==> src/rtl/alu_pkg.sv <==
// rtl/alu_pkg.sv - shared types and constants for the 6502 ALU datapath
//
// Purpose: operation encoding and the BCD nibble correction constant.
// Ports: none (package).
package alu_pkg;

  typedef enum logic [2:0] {
    ALU_ADD    = 3'd0,
    ALU_AND    = 3'd1,
    ALU_OR     = 3'd2,
    ALU_XOR    = 3'd3,
    ALU_SHR    = 3'd4,
    ALU_SHL    = 3'd5,
    ALU_PASS_B = 3'd6,
    ALU_PASS_A = 3'd7
  } alu_op_t;

  localparam logic [3:0] BCD_ADJ = 4'd6;

endpackage

==> src/rtl/alu_bcd_adder.sv <==
// rtl/alu_bcd_adder.sv - combinational binary/BCD adder for the ALU
//
// Purpose: a + b + carry_in, with optional 6502-style decimal correction.
//   b is the already-effective operand (inverted upstream for SBC/CMP).
// Ports:
//   a, b        operands (WIDTH)
//   carry_in    carry into bit 0
//   decimal_en  apply BCD correction (only meaningful when WIDTH == 8)
//   invert_b    selects subtract-style correction in decimal mode
//   sum         corrected result
//   carry       carry out (binary carry when subtracting)
//   overflow    binary two's-complement overflow, also used in decimal mode
module alu_bcd_adder
  import alu_pkg::*;
#(
  parameter int WIDTH = 8
) (
  input  logic [WIDTH-1:0] a,
  input  logic [WIDTH-1:0] b,
  input  logic             carry_in,
  input  logic             decimal_en,
  input  logic             invert_b,
  output logic [WIDTH-1:0] sum,
  output logic             carry,
  output logic             overflow
);

  logic [WIDTH:0] bin;

  assign bin      = {1'b0, a} + {1'b0, b} + {{WIDTH{1'b0}}, carry_in};
  assign overflow = (a[WIDTH-1] == b[WIDTH-1]) && (bin[WIDTH-1] != a[WIDTH-1]);

  generate
    if (WIDTH == 8) begin : g_bcd
      logic [4:0] lo_add;
      logic [4:0] hi_add;
      logic [3:0] lo_adj;
      logic [3:0] hi_adj;
      logic       lo_c;
      logic       dec_c;

      always_comb begin
        lo_add = {1'b0, a[3:0]} + {1'b0, b[3:0]} + {4'd0, carry_in};
        lo_c   = 1'b0;
        hi_add = 5'd0;
        lo_adj = lo_add[3:0];
        hi_adj = 4'd0;
        dec_c  = 1'b0;
        if (!invert_b) begin
          // Add: correct each nibble that exceeds 9 and ripple the decimal carry.
          lo_c = (lo_add > 5'd9);
          if (lo_c) lo_adj = lo_add[3:0] + BCD_ADJ;
          hi_add = {1'b0, a[7:4]} + {1'b0, b[7:4]} + {4'd0, lo_c};
          dec_c  = (hi_add > 5'd9);
          hi_adj = dec_c ? (hi_add[3:0] + BCD_ADJ) : hi_add[3:0];
        end else begin
          // Subtract: take the binary result and undo the borrow of any nibble
          // that did not produce a carry.
          lo_adj = bin[3:0] - (lo_add[4] ? 4'd0 : BCD_ADJ);
          hi_adj = bin[7:4] - (bin[8] ? 4'd0 : BCD_ADJ);
          dec_c  = bin[8];
        end
      end

      assign sum   = decimal_en ? {hi_adj, lo_adj} : bin[7:0];
      assign carry = decimal_en ? dec_c : bin[8];
    end else begin : g_bin
      assign sum   = bin[WIDTH-1:0];
      assign carry = bin[WIDTH];
    end
  endgenerate

endmodule

==> src/rtl/alu_core.sv <==
// rtl/alu_core.sv - registered 8-bit ALU with N/V/Z/C flags for the 6502 datapath
//
// Purpose: selects one of eight operations on A and effective B, registers
//   result and flags every rising edge (1-cycle latency, no enable).
// Ports:
//   clk, rst_n    clock and asynchronous active-low reset
//   input_a       operand A
//   input_b       operand B (inverted when invert_b=1)
//   invert_b      use ~input_b as effective B
//   carry_in      carry into ADD, fill bit for shifts
//   decimal_en    BCD correction on ADD
//   operation     operation select
//   alu_out       registered result
//   carry_out, overflow_out, zero_out, negative_out   registered C/V/Z/N
module alu_core
  import alu_pkg::*;
#(
  parameter int WIDTH = 8
) (
  input  logic             clk,
  input  logic             rst_n,
  input  logic [WIDTH-1:0] input_a,
  input  logic [WIDTH-1:0] input_b,
  input  logic             invert_b,
  input  logic             carry_in,
  input  logic             decimal_en,
  input  alu_op_t          operation,
  output logic [WIDTH-1:0] alu_out,
  output logic             carry_out,
  output logic             overflow_out,
  output logic             zero_out,
  output logic             negative_out
);

  logic [WIDTH-1:0] b_eff;
  logic [WIDTH-1:0] add_sum;
  logic             add_c;
  logic             add_v;
  logic [WIDTH-1:0] res;
  logic             res_c;
  logic             res_v;

  assign b_eff = invert_b ? ~input_b : input_b;

  alu_bcd_adder #(.WIDTH(WIDTH)) u_adder (
    .a          (input_a),
    .b          (b_eff),
    .carry_in   (carry_in),
    .decimal_en (decimal_en),
    .invert_b   (invert_b),
    .sum        (add_sum),
    .carry      (add_c),
    .overflow   (add_v)
  );

  always_comb begin
    res   = '0;
    res_c = 1'b0;
    res_v = 1'b0;
    case (operation)
      ALU_ADD: begin
        res   = add_sum;
        res_c = add_c;
        res_v = add_v;
      end
      ALU_AND:    res = input_a & b_eff;
      ALU_OR:     res = input_a | b_eff;
      ALU_XOR:    res = input_a ^ b_eff;
      ALU_SHR: begin
        res   = {carry_in, input_a[WIDTH-1:1]};
        res_c = input_a[0];
      end
      ALU_SHL: begin
        res   = {input_a[WIDTH-2:0], carry_in};
        res_c = input_a[WIDTH-1];
      end
      ALU_PASS_B: res = b_eff;
      ALU_PASS_A: res = input_a;
      default:    res = '0;
    endcase
  end

  always_ff @(posedge clk or negedge rst_n) begin
    if (!rst_n) begin
      alu_out      <= '0;
      carry_out    <= 1'b0;
      overflow_out <= 1'b0;
      zero_out     <= 1'b0;
      negative_out <= 1'b0;
    end else begin
      alu_out      <= res;
      carry_out    <= res_c;
      overflow_out <= res_v;
      zero_out     <= (res == '0);
      negative_out <= res[WIDTH-1];
    end
  end

endmodule

==> config.mk <==
export PLATFORM = sky130hd
export DESIGN_NAME = alu_core
export DESIGN_NICKNAME = d
export VERILOG_FILES = /design/src/rtl/alu_pkg.sv /design/src/rtl/alu_bcd_adder.sv /design/src/rtl/alu_core.sv
export SDC_FILE = /design/constraint.sdc
export NUM_CORES = 1
export LEC_CHECK = 0
export ABC_AREA = 1
export CAP_MARGIN = 20
export CORE_MARGIN = 3
export CORE_UTILIZATION = 34
export DETAILED_ROUTE_END_ITERATION = 12
export PLACE_DENSITY = 0.64
export SYNTH_ARGS = -nofsm -noshare
export SYNTH_HDL_FRONTEND = slang
export SYNTH_SLANG_ARGS = --single-unit
==> constraint.sdc <==
create_clock -name clk -period 1.2 [get_ports clk]
set_clock_uncertainty 0.2 [all_clocks]
set_input_delay 0.18 -clock clk [delete_from_list [all_inputs] [get_ports clk]]
set_output_delay 0.18 -clock clk [all_outputs]
set_load 0.02 [all_outputs]
==> flow_metrics.tcl <==
set metrics [dict create \
    ys_seq_elements 11 \
    critical-path-top-cell-by-count "buf_6" \
    yosys_warnings 0 \
    cp_slowest_stage_delay_ps 390 \
    tritoncts "done" \
    synthCells 321 \
    critical_path.startpoint "invert_b" \
    ys_seq_area_frac 0.1369 \
    synth.cell_area_sq_mm 0.002011 \
    post-route-worst-setup-slack_ps -2758 \
    power_per_cell_area_mw_per_mm2 1024 \
    setup_violations 11 \
    area.growth.synth_to_final_pct 112.0 \
    diodes 0 \
    layout.cells.most_common "buf_4" \
    numCtsBuffers 3 \
    startpoint_type "primary input" \
    worst_slew_pin_slew_ps 484.6 \
    asyncSetResetFlopFracSynth 1.000 \
    cts.reportedPaths.clkPinSlew_ps 50 \
    hold_class "primary input to asynchronous set/reset pin" \
    ctsLongestPathBuffers 2 \
    final_cell_mix "127 x buf_4, 50 x nand2_1, 39 x inv_1, 29 x buf_6, 28 x inv_2" \
    grt_antenna_before_repair 0 \
    grt.met1_usage 0.2979 \
    ys_types 36 \
    htreeDepth 1 \
    fmax_mhz 252.7 \
    gr-usage-met3 0.02381 \
    post_route_cells_drive_above_1_share 0.5867 \
    report.final.hold_viol_count 0 \
    timing.max_slew.rel_slack 0.6766 \
    grt_first_pass_wirelength_um 13760 \
    grt_use_met2 0.4366 \
    vdd_drop_max_mv 0.7574 \
    synthesis.nets 371 \
    register_area_sq_um 275.3 \
    run_status "complete, but fails checks" \
    place.detailed.hpwl_um 6125 \
    power.leakage_nw 2.259 \
    filler_cell_count 373 \
    die_width_um 82.90 \
    worstPathArrival_ps 3890 \
    unrepaired_setup_endpoints_after_global_routing "yes" \
    pin_count_of_the_biggest_net_entering_global_routing 12 \
    starting_density_of_the_core 0.3585 \
    io_pins 36 \
    drt_first_pass_iters 5 \
    final_period_minus_worst_setup_slack_ps 3958 \
    core_area_sq_mm 0.005608 \
    clock_root_buffer "clkbuf_8" \
    post-layout-total-power_mw 4.364 \
    port_buffers 35 \
    final_nets 564 \
    finalWirelength_um 10380 \
    timing.final.max_slew_violations 0 \
    holdBufCountCts 0 \
    cp-end-kind "flip-flop" \
    violations "negative setup slack" \
    groute.usage.overall 0.2414 \
    routabilityCongestion 0.9346 \
    busiest_layer "met2" \
    via_density_per_instance 5.557 \
    critical_path.slowest_cell "fa_2" \
    worst_ep_required_time_ps 1130 \
    overflow 0 \
    cap_violations 0 \
    timing.critical_path.fanout_max 3 \
    drt.antenna.violating_nets 0 \
    synth_flop_cell "dfrtp_1" \
    die_outline_area_sq_mm 0.006872 \
    drtIter0Drc 258 \
    cts.sink_count 11 \
    wl_per_cell_um 17.74 \
    worstSetupPathType "primary input to flip-flop" \
    vias_in_the_first_global_route 2864 \
    vias 3251 \
    detail_route.drc_violations 0 \
    dieHeight_um 82.90 \
    syn-mean-instance-area_sq_um 6.264 \
    final.setup.tns_ps -23660 \
    core.rowCount 27 \
    timing.final.crit_share 3.298 \
    multi_input_area_sq_mm 0.001963 \
    synth_edf_count 0 \
]
metal layers:
layer  wire (um)  part of all wire  vias up
met5           0                 0        -
met4         615             0.059        0
met3         811             0.078       65
met2        5211              0.50      243
met1        3741              0.36     1520
li1            -                 -     1423
state kept, by name, summed over array words and instances (netlist names):
| name | flops |
|---|---|
| overflow_out | 1 |
| carry_out | 1 |
| alu_out | 8 |
| zero_out | 1 |
power breakdown:
part	total (mW)	switching, mW	internal [mW]
sequential	0.433	0.0137	0.419
clock	0.379	0.145	0.234
combinational	3.55	1.76	1.80
total	4.36	1.91	2.45
kinds of logic after synthesis:
kind of cell	synth area share
XOR/XNOR	0.03920
AND/OR/NAND/NOR	0.3279
adder cells (fa/ha/maj)	0.1805
AO/OA/AOI/OAI	0.1674
buffers and inverters	0.1481
flip-flops	0.1369
how the worst max path moves through the flow:
stage / end / slack, ps / depth (start not counted)
global placement: zero_out / -3310 / 28
finish: zero_out / -2760 / 30
floorplan: zero_out / -2760 / 25
detailed placement: zero_out / -3400 / 28
CTS: zero_out / -2670 / 26
global route: zero_out / -2860 / 27
critical path, delay by kind of cell:
| family | cells | cell delay [ps] |
|---|---|---|
| buffers and inverters | 17 | 1710 |
| and+or+nand+nor | 10 | 1020 |
| adders and majority gates | 2 | 780 |
| xor gates and xnor gates | 1 | 150 |
cell type report:
class	count	share of cell area
multi-input cells	236	0.4605
repair buffers	193	0.3813
flip-flops and latches	11	0.06457
inverters	69	0.06193
well taps	72	0.02113
clock buffers	4	0.01057
synth_stat cells, types with 2 or more instances:
cell	count	share of area
o22ai_1	12	0.037
ha_1	21	0.13
nand2_2	3	0.0093
nand2_1	81	0.15
o21ai_1	7	0.017
xnor2_1	4	0.017
nand3_1	30	0.075
or2_1	2	0.0062
o221ai_1	3	0.013
nor3_1	2	0.0050
nand3_2	2	0.010
inv_2	10	0.019
dfrtp_1	11	0.14
xor2_1	5	0.022
nor2_2	2	0.0062
a21oi_1	17	0.042
nand4_1	6	0.019
nor2_1	18	0.034
fa_1	5	0.050
inv_1	59	0.11
o21ai_0	4	0.010
buf_4	3	0.011
what timing repair did:
| item | in CTS | in global routing |
|---|---|---|
| resized for setup | 114 | 112 |
| setup buffers | 27 | 37 |
| setup endpoints to repair | 23 | 11 |
| pin swaps | 31 | 52 |
metrics by stage:
step                      std cells  setup WS (ps)  area [sq um]  hold WS, ps  utilization
after floorplan                 321          -2758          2092       -315.6            -
after global placement          534          -3313          3314        290.0       0.5910
after detailed placement        534          -3402          3314        292.7       0.5910
after CTS                       564          -2669          3681        48.76       0.6564
after global routing            585          -2861          4263        69.16       0.7602
final                           585          -2758          4263        38.67       0.7602
No activity file was read; power rests on OpenSTA's default activity.
